==> src/rtl/mbm_pkg.sv <==
// Shared constants and helpers for the pipelined Mitchell/MBM log multiplier.
// Optional minimally-biased correction: MBM_ERR_COMP_EN.
`timescale 1ns/1ps
package mbm_pkg;

  localparam int MBM_N = 8;

  function automatic int mbm_err_c(input int n);
    return (2 ** (n - 1) + 6) / 12;
  endfunction

  function automatic int mbm_fw(input int n);
    return n - 1;
  endfunction

  localparam int MBM_L = $clog2(MBM_N);
  localparam int MBM_FW = mbm_fw(MBM_N);
  localparam int MBM_CW = MBM_L + 1;
  localparam int MBM_ERR_C = mbm_err_c(MBM_N);

endpackage

==> src/rtl/mbm_lod_norm.sv <==
// Leading-one detector plus normalising shift:
// returns the leading-one index and the bits below it, left-aligned.
`timescale 1ns/1ps
module mbm_lod_norm
  import mbm_pkg::*;
#(
  parameter int N = MBM_N,
  parameter int L = $clog2(N)
) (
  input  logic [N-1:0] mag,
  output logic [L-1:0] k,
  output logic [N-2:0] x
);

  localparam logic [L-1:0] TOP = L'(N - 1);

  always_comb begin
    k = '0;
    for (int i = 0; i < N; i++)
      if (mag[i]) k = L'(i);
  end

  assign x = (N-1)'(mag << (TOP - k));

endmodule

==> src/rtl/mbm_pipe_mul.sv <==
// Three-stage Mitchell log multiplier with valid/ready on both sides.
// Define MBM_ERR_COMP_EN to add the error coefficient to the mantissa.
`timescale 1ns/1ps
module mbm_pipe_mul
  import mbm_pkg::*;
#(
  parameter int N = MBM_N,
  parameter int L = $clog2(N)
`ifdef MBM_ERR_COMP_EN
  , parameter int ERR_C = mbm_err_c(N)
`endif
) (
  input  logic           clk,
  input  logic           rst_n,
  input  logic           in_valid,
  output logic           in_ready,
  input  logic           in_signed,
  input  logic [N-1:0]   a,
  input  logic [N-1:0]   b,
  output logic           out_valid,
  input  logic           out_ready,
  output logic [2*N-1:0] product
);

  localparam int FW = mbm_fw(N);
  localparam int CW = L + 1;
  localparam int MW = N + 1;
  localparam int PW = 2 * N;
  localparam logic [PW-1:0] SAT_U = '1;
  localparam logic [PW-1:0] SAT_S = {1'b0, {(PW-1){1'b1}}};

  logic v1, v2, v3;
  logic ld1, ld2, ld3;

  assign ld3 = !v3 | out_ready;
  assign ld2 = !v2 | ld3;
  assign ld1 = !v1 | ld2;
  assign in_ready = ld1;
  assign out_valid = v3;

  logic          sa, sb;
  logic [N-1:0]  ma, mb;
  logic [L-1:0]  ka, kb;
  logic [FW-1:0] xa, xb;

  assign sa = in_signed & a[N-1];
  assign sb = in_signed & b[N-1];
  assign ma = sa ? -a : a;
  assign mb = sb ? -b : b;

  mbm_lod_norm #(.N(N), .L(L)) u_lod_a (
    .mag(ma), .k(ka), .x(xa)
  );

  mbm_lod_norm #(.N(N), .L(L)) u_lod_b (
    .mag(mb), .k(kb), .x(xb)
  );

  logic          s1_sgn, s1_neg, s1_zero;
  logic [L-1:0]  s1_ka, s1_kb;
  logic [FW-1:0] s1_xa, s1_xb;

  always_ff @(posedge clk or negedge rst_n) begin
    if (!rst_n) begin
      v1      <= 1'b0;
      s1_sgn  <= 1'b0;
      s1_neg  <= 1'b0;
      s1_zero <= 1'b0;
      s1_ka   <= '0;
      s1_kb   <= '0;
      s1_xa   <= '0;
      s1_xb   <= '0;
    end else if (ld1) begin
      v1 <= in_valid;
      if (in_valid) begin
        s1_sgn  <= in_signed;
        s1_neg  <= sa ^ sb;
        s1_zero <= (a == '0) | (b == '0);
        s1_ka   <= ka;
        s1_kb   <= kb;
        s1_xa   <= xa;
        s1_xb   <= xb;
      end
    end
  end

  logic [FW:0]   fsum;
  logic [CW-1:0] chr;
  logic [MW-1:0] mant;

  assign fsum = {1'b0, s1_xa} + {1'b0, s1_xb};
  assign chr  = CW'(s1_ka) + CW'(s1_kb) + CW'(fsum[FW]);
`ifdef MBM_ERR_COMP_EN
  // Carry into bit N is kept; an oversized result is caught by S3 saturation.
  assign mant = {2'b01, fsum[FW-1:0]} + MW'(ERR_C);
`else
  assign mant = {2'b01, fsum[FW-1:0]};
`endif

  logic          s2_sgn, s2_neg, s2_zero;
  logic [CW-1:0] s2_chr;
  logic [MW-1:0] s2_mant;

  always_ff @(posedge clk or negedge rst_n) begin
    if (!rst_n) begin
      v2      <= 1'b0;
      s2_sgn  <= 1'b0;
      s2_neg  <= 1'b0;
      s2_zero <= 1'b0;
      s2_chr  <= '0;
      s2_mant <= '0;
    end else if (ld2) begin
      v2 <= v1;
      if (v1) begin
        s2_sgn  <= s1_sgn;
        s2_neg  <= s1_neg;
        s2_zero <= s1_zero;
        s2_chr  <= chr;
        s2_mant <= mant;
      end
    end
  end

  logic [PW:0]   mag;
  logic [PW-1:0] mag_s;
  logic [PW-1:0] prod;

  // Antilog: shift by the characteristic, then drop the FW fraction bits.
  assign mag = (PW+1)'(({{(PW-1){1'b0}}, s2_mant} << s2_chr) >> FW);

  assign mag_s = s2_sgn ? ((|mag[PW:PW-1]) ? SAT_S : mag[PW-1:0])
                        : (mag[PW] ? SAT_U : mag[PW-1:0]);

  assign prod = s2_zero ? '0
              : (s2_sgn & s2_neg) ? -mag_s : mag_s;

  always_ff @(posedge clk or negedge rst_n) begin
    if (!rst_n) begin
      v3      <= 1'b0;
      product <= '0;
    end else if (ld3) begin
      v3 <= v2;
      if (v2) product <= prod;
    end
  end

endmodule

==> config.mk <==
export PLATFORM = sky130hd
export DESIGN_NAME = mbm_pipe_mul
export DESIGN_NICKNAME = d
export VERILOG_FILES = /design/src/rtl/mbm_pkg.sv /design/src/rtl/mbm_lod_norm.sv /design/src/rtl/mbm_pipe_mul.sv
export SDC_FILE = /design/constraint.sdc
export NUM_CORES = 1
export LEC_CHECK = 0
export ABC_AREA = 1
export BUFFER_PORTS_ARGS = -buffer_cell sky130_fd_sc_hd__buf_2
export CAP_MARGIN = 20
export CORE_MARGIN = 5
export CORE_UTILIZATION = 60
export CTS_CLUSTER_SIZE = 10
export DETAILED_ROUTE_END_ITERATION = 16
export GPL_ROUTABILITY_DRIVEN = 0
export PLACE_DENSITY = 0.76
export SYNTH_ARGS = -nofsm -noshare
export SYNTH_HDL_FRONTEND = slang
export SYNTH_SLANG_ARGS = --single-unit
==> constraint.sdc <==
create_clock -name clk -period 3.8 [get_ports clk]
set_input_delay 0 -clock clk [delete_from_list [all_inputs] [get_ports clk]]
set_output_delay 0 -clock clk [all_outputs]
set_load 0.02 [all_outputs]
==> flow_summary.yaml <==
run_status:
  status: "finished, final reports clean"
timing:
  setup_tns_ns: 0
  finalClockSkew_ns: 0.0101
  max_freq_mhz: 325
  period_minus_slack_ns: 3.08
  setup_viol: 0
  finalCritPeriodShare_pct: 81.0
  slew_headroom_pct: 45.4
  slew_violations: 0
  setup_ws_ns: 0.722
  grt_setup_unrepaired: "false"
  worst_slew_pin_slew_ns: 0.816
  hold_violations: 0
global_routing:
  gr-usage-all-layers_pct: 23.2
  grt_max_degree: 36
  grt_pass1_wl_um: 16400
  grt_pass1_vias: 3849
  antenna_found_initial: 0
  grt.overflow.total: 0
clock_tree:
  clk_pin_slew_ns: 0.06
  max-clock-path-buffers: 2
  cts_tree: "built"
  cts_made_buffers: 9
  clock_latency_ns: 0.33
  cts_sinks: 57
  cts-root-buf: "clkbuf_8"
  htreeDepth: 3
  cts_setup_buffers: 0
route:
  drt_iter0_drc: 161
  drt-total-wl_um: 9420
  wl_per_cell_um: 12.5
  vias_per_cell: 5.35
  drc: 0
  final_antenna_net_count: 0
  vias: 4047
  drt_first_pass_iters: 5
die:
  rows: 30
  dieWidth_um: 93.5
  top_level_ports: 39
  start_util_pct: 61.6
  dieArea_sq_um: 8750
  coreArea_sq_um: 6790
  fp.dieH_um: 93.5
placement:
  pre_cts_ws_ns: 0.759
  portBuffers: 38
  hpwlAfterDp_um: 7400
yosys:
  ys_ff_latch: 57
  yosys.area.top_type: "dfrtp_1"
  avgSynthCellArea_sq_um: 6.80
  netlist_top_cells_area: "dfrtp_1 (34%), nand2_1 (18%), nand3_1 (11%)"
  synth_cell_type_count: 37
  syn_area_sq_um: 4190
  yosysWarnings: 0
  synthCells: 616
  synth_top_area_share_pct: 34.1
  synth_seq_area_share_pct: 34.1
  synth_nets: 652
min_path:
  hold_depth: 3
  hold_end: "s1_neg$_DFFE_PN0P_"
  hp-start: "b[7]"
  holdCritPathClass: "input port to flip-flop"
worst_setup_path:
  timing.rr.end: "s2_chr[2]$_DFFE_PN0P_"
  reg2reg_from: "s1_xa[2]$_DFFE_PN0P_"
  critPathKind: "flip-flop to flip-flop"
  worstPathArrival_ns: 3.26
  start_kind: "flip-flop"
  end_kind: "flip-flop"
  crit_required_ns: 3.99
  reg2reg_setup_slack_ns: 0.72
  cp_max_fo: 4
  reg2reg_depth: 15
flow_run:
  maxCapViolCount: 0
power:
  leakage_nw: 2.49
  peakVddDrop_uv: 240
  p_per_area_nw_per_um2: 692
finish:
  final_net_count: 693
  drive_above_1_share_pct: 15.0
  diodes: 0
  fill_cells: 608
  area_delta_synth_final_pct: 10.9
[registers in the layout (all words and copies together) (netlist names), 3 cells and up]
register	cells
product	16
s2_mant	8
s1_xa	7
s1_xb	7
s2_chr	4
s1_ka	3
s1_kb	3
[cells in the mapped netlist]
cell	number
nand2_2	10
nand4_2	1
a21oi_2	1
nand3_1	96
dfrtp_1	57
xnor2_1	4
buf_4	2
o21ai_1	11
nor3_1	6
ha_1	12
a21oi_1	6
buf_6	1
o21bai_1	1
nand2_4	2
inv_1	52
nor2_2	13
or2_2	1
o21ai_0	38
inv_2	6
inv_4	2
nor4_1	1
buf_2	5
xor2_2	3
nand4_1	8
clkbuf_1	6
a21boi_2	1
fa_1	3
nand3b_1	4
a31oi_1	3
o21ai_2	2
nand3_2	2
a21o_1	1
a22o_1	1
nor2_1	46
o22ai_1	1
xor2_1	10
nand2_1	197
[kinds of logic (layout without fill, tap and decap cells)]
kind of cell | after synthesis | in the layout | synth area share (%)
simple gates | 387 | 387 | 40.9
buf+inv | 74 | 118 | 7.26
compound gates | 66 | 66 | 8.63
flops | 57 | 57 | 34.1
xor+xnor | 17 | 17 | 4.09
fa+ha+maj | 15 | 15 | 5.02
[area by class of cell]
class	count	area (sq um)	share of cell area [%]
inverter	60	230	4.96
clock buffer	11	151	3.26
timing repair buffer	44	243	5.22
tap	96	120	2.59
clock inverter	3	17.5	0.377
sequential	57	1430	30.7
multi-input combinational	485	2460	52.9
[critical path: stages, from the launching register on]
cell,delay [ns]
dfrtp_1,0.39
ha_1,0.36
a21oi_1,0.16
inv_1,0.05
a31oi_1,0.21
inv_1,0.07
a21oi_1,0.14
nor2_1,0.05
nor2_1,0.16
nor2_1,0.06
o21ai_0,0.14
nand2_1,0.08
fa_1,0.42
fa_1,0.40
xnor2_1,0.15
o21ai_0,0.09
[placed cells by master, fill, tap and decap left out, drive strengths merged, types with 11 or more instances in the layout]
| master | Yosys | final |
|---|---|---|
| nor2 | 59 | 59 |
| dfrtp | 57 | 57 |
| clkbuf | 6 | 11 |
| inv | 60 | 60 |
| xor2 | 13 | 13 |
| nand2 | 209 | 209 |
| ha | 12 | 12 |
| buf | 8 | 41 |
| o21ai | 51 | 51 |
| nand3 | 98 | 98 |
[metal layers]
layer	global-route usage [%]	vias up	wire length (um)	share of wire (%)
li1	-	2092	-	-
met1	26.9	1860	3980	42
met2	42.5	83	4910	52
met3	4.10	12	382	4.1
met4	8.78	0	141	1.5
met5	0	-	0	0
[metrics by stage]
stage / utilization (%) / cell area, sq um / total power [mW] / instances / hold WS (ns)
after floorplan: - / 4190 / 2.33 / 616 / -0.296
after global placement: 65.5 / 4450 / 2.66 / 739 / -0.0126
after detailed placement: 65.5 / 4450 / 2.71 / 739 / 0.00143
after CTS: 68.4 / 4650 / 3.21 / 756 / 0.0153
after global routing: 68.4 / 4650 / 3.54 / 756 / 0.0459
final: 68.4 / 4650 / 3.21 / 756 / 0.0270
[timing repair]
action / CTS / global route
endpoints found under the hold margin: 25 / 0
resized for setup: 0 / 0
hold buffers: 3 / 0
setup endpoints to repair: 0 / 0
[where the power goes]
group          switching (mW)  internal (mW)
combinational            1.16          0.605
sequential              0.170          0.794
clock                   0.227          0.262
total                    1.55           1.66
[how the worst max path moves through the flow]
| stage | from | to | cells after the start | slack [ns] |
|---|---|---|---|---|
| after floorplan | s1_xa[2]$_DFFE_PN0P_ | s2_chr[2]$_DFFE_PN0P_ | 15 | 1.00 |
| after global placement | s1_xa[2]$_DFFE_PN0P_ | s2_chr[2]$_DFFE_PN0P_ | 15 | 0.86 |
| after detailed placement | s1_xa[2]$_DFFE_PN0P_ | s2_chr[2]$_DFFE_PN0P_ | 15 | 0.76 |
| after CTS | s1_xa[2]$_DFFE_PN0P_ | s2_chr[2]$_DFFE_PN0P_ | 15 | 0.73 |
| after global routing | s1_xa[2]$_DFFE_PN0P_ | s2_chr[2]$_DFFE_PN0P_ | 15 | 0.45 |
| final | s1_xa[2]$_DFFE_PN0P_ | s2_chr[2]$_DFFE_PN0P_ | 15 | 0.72 |
(Power assumes the default switching activity.)
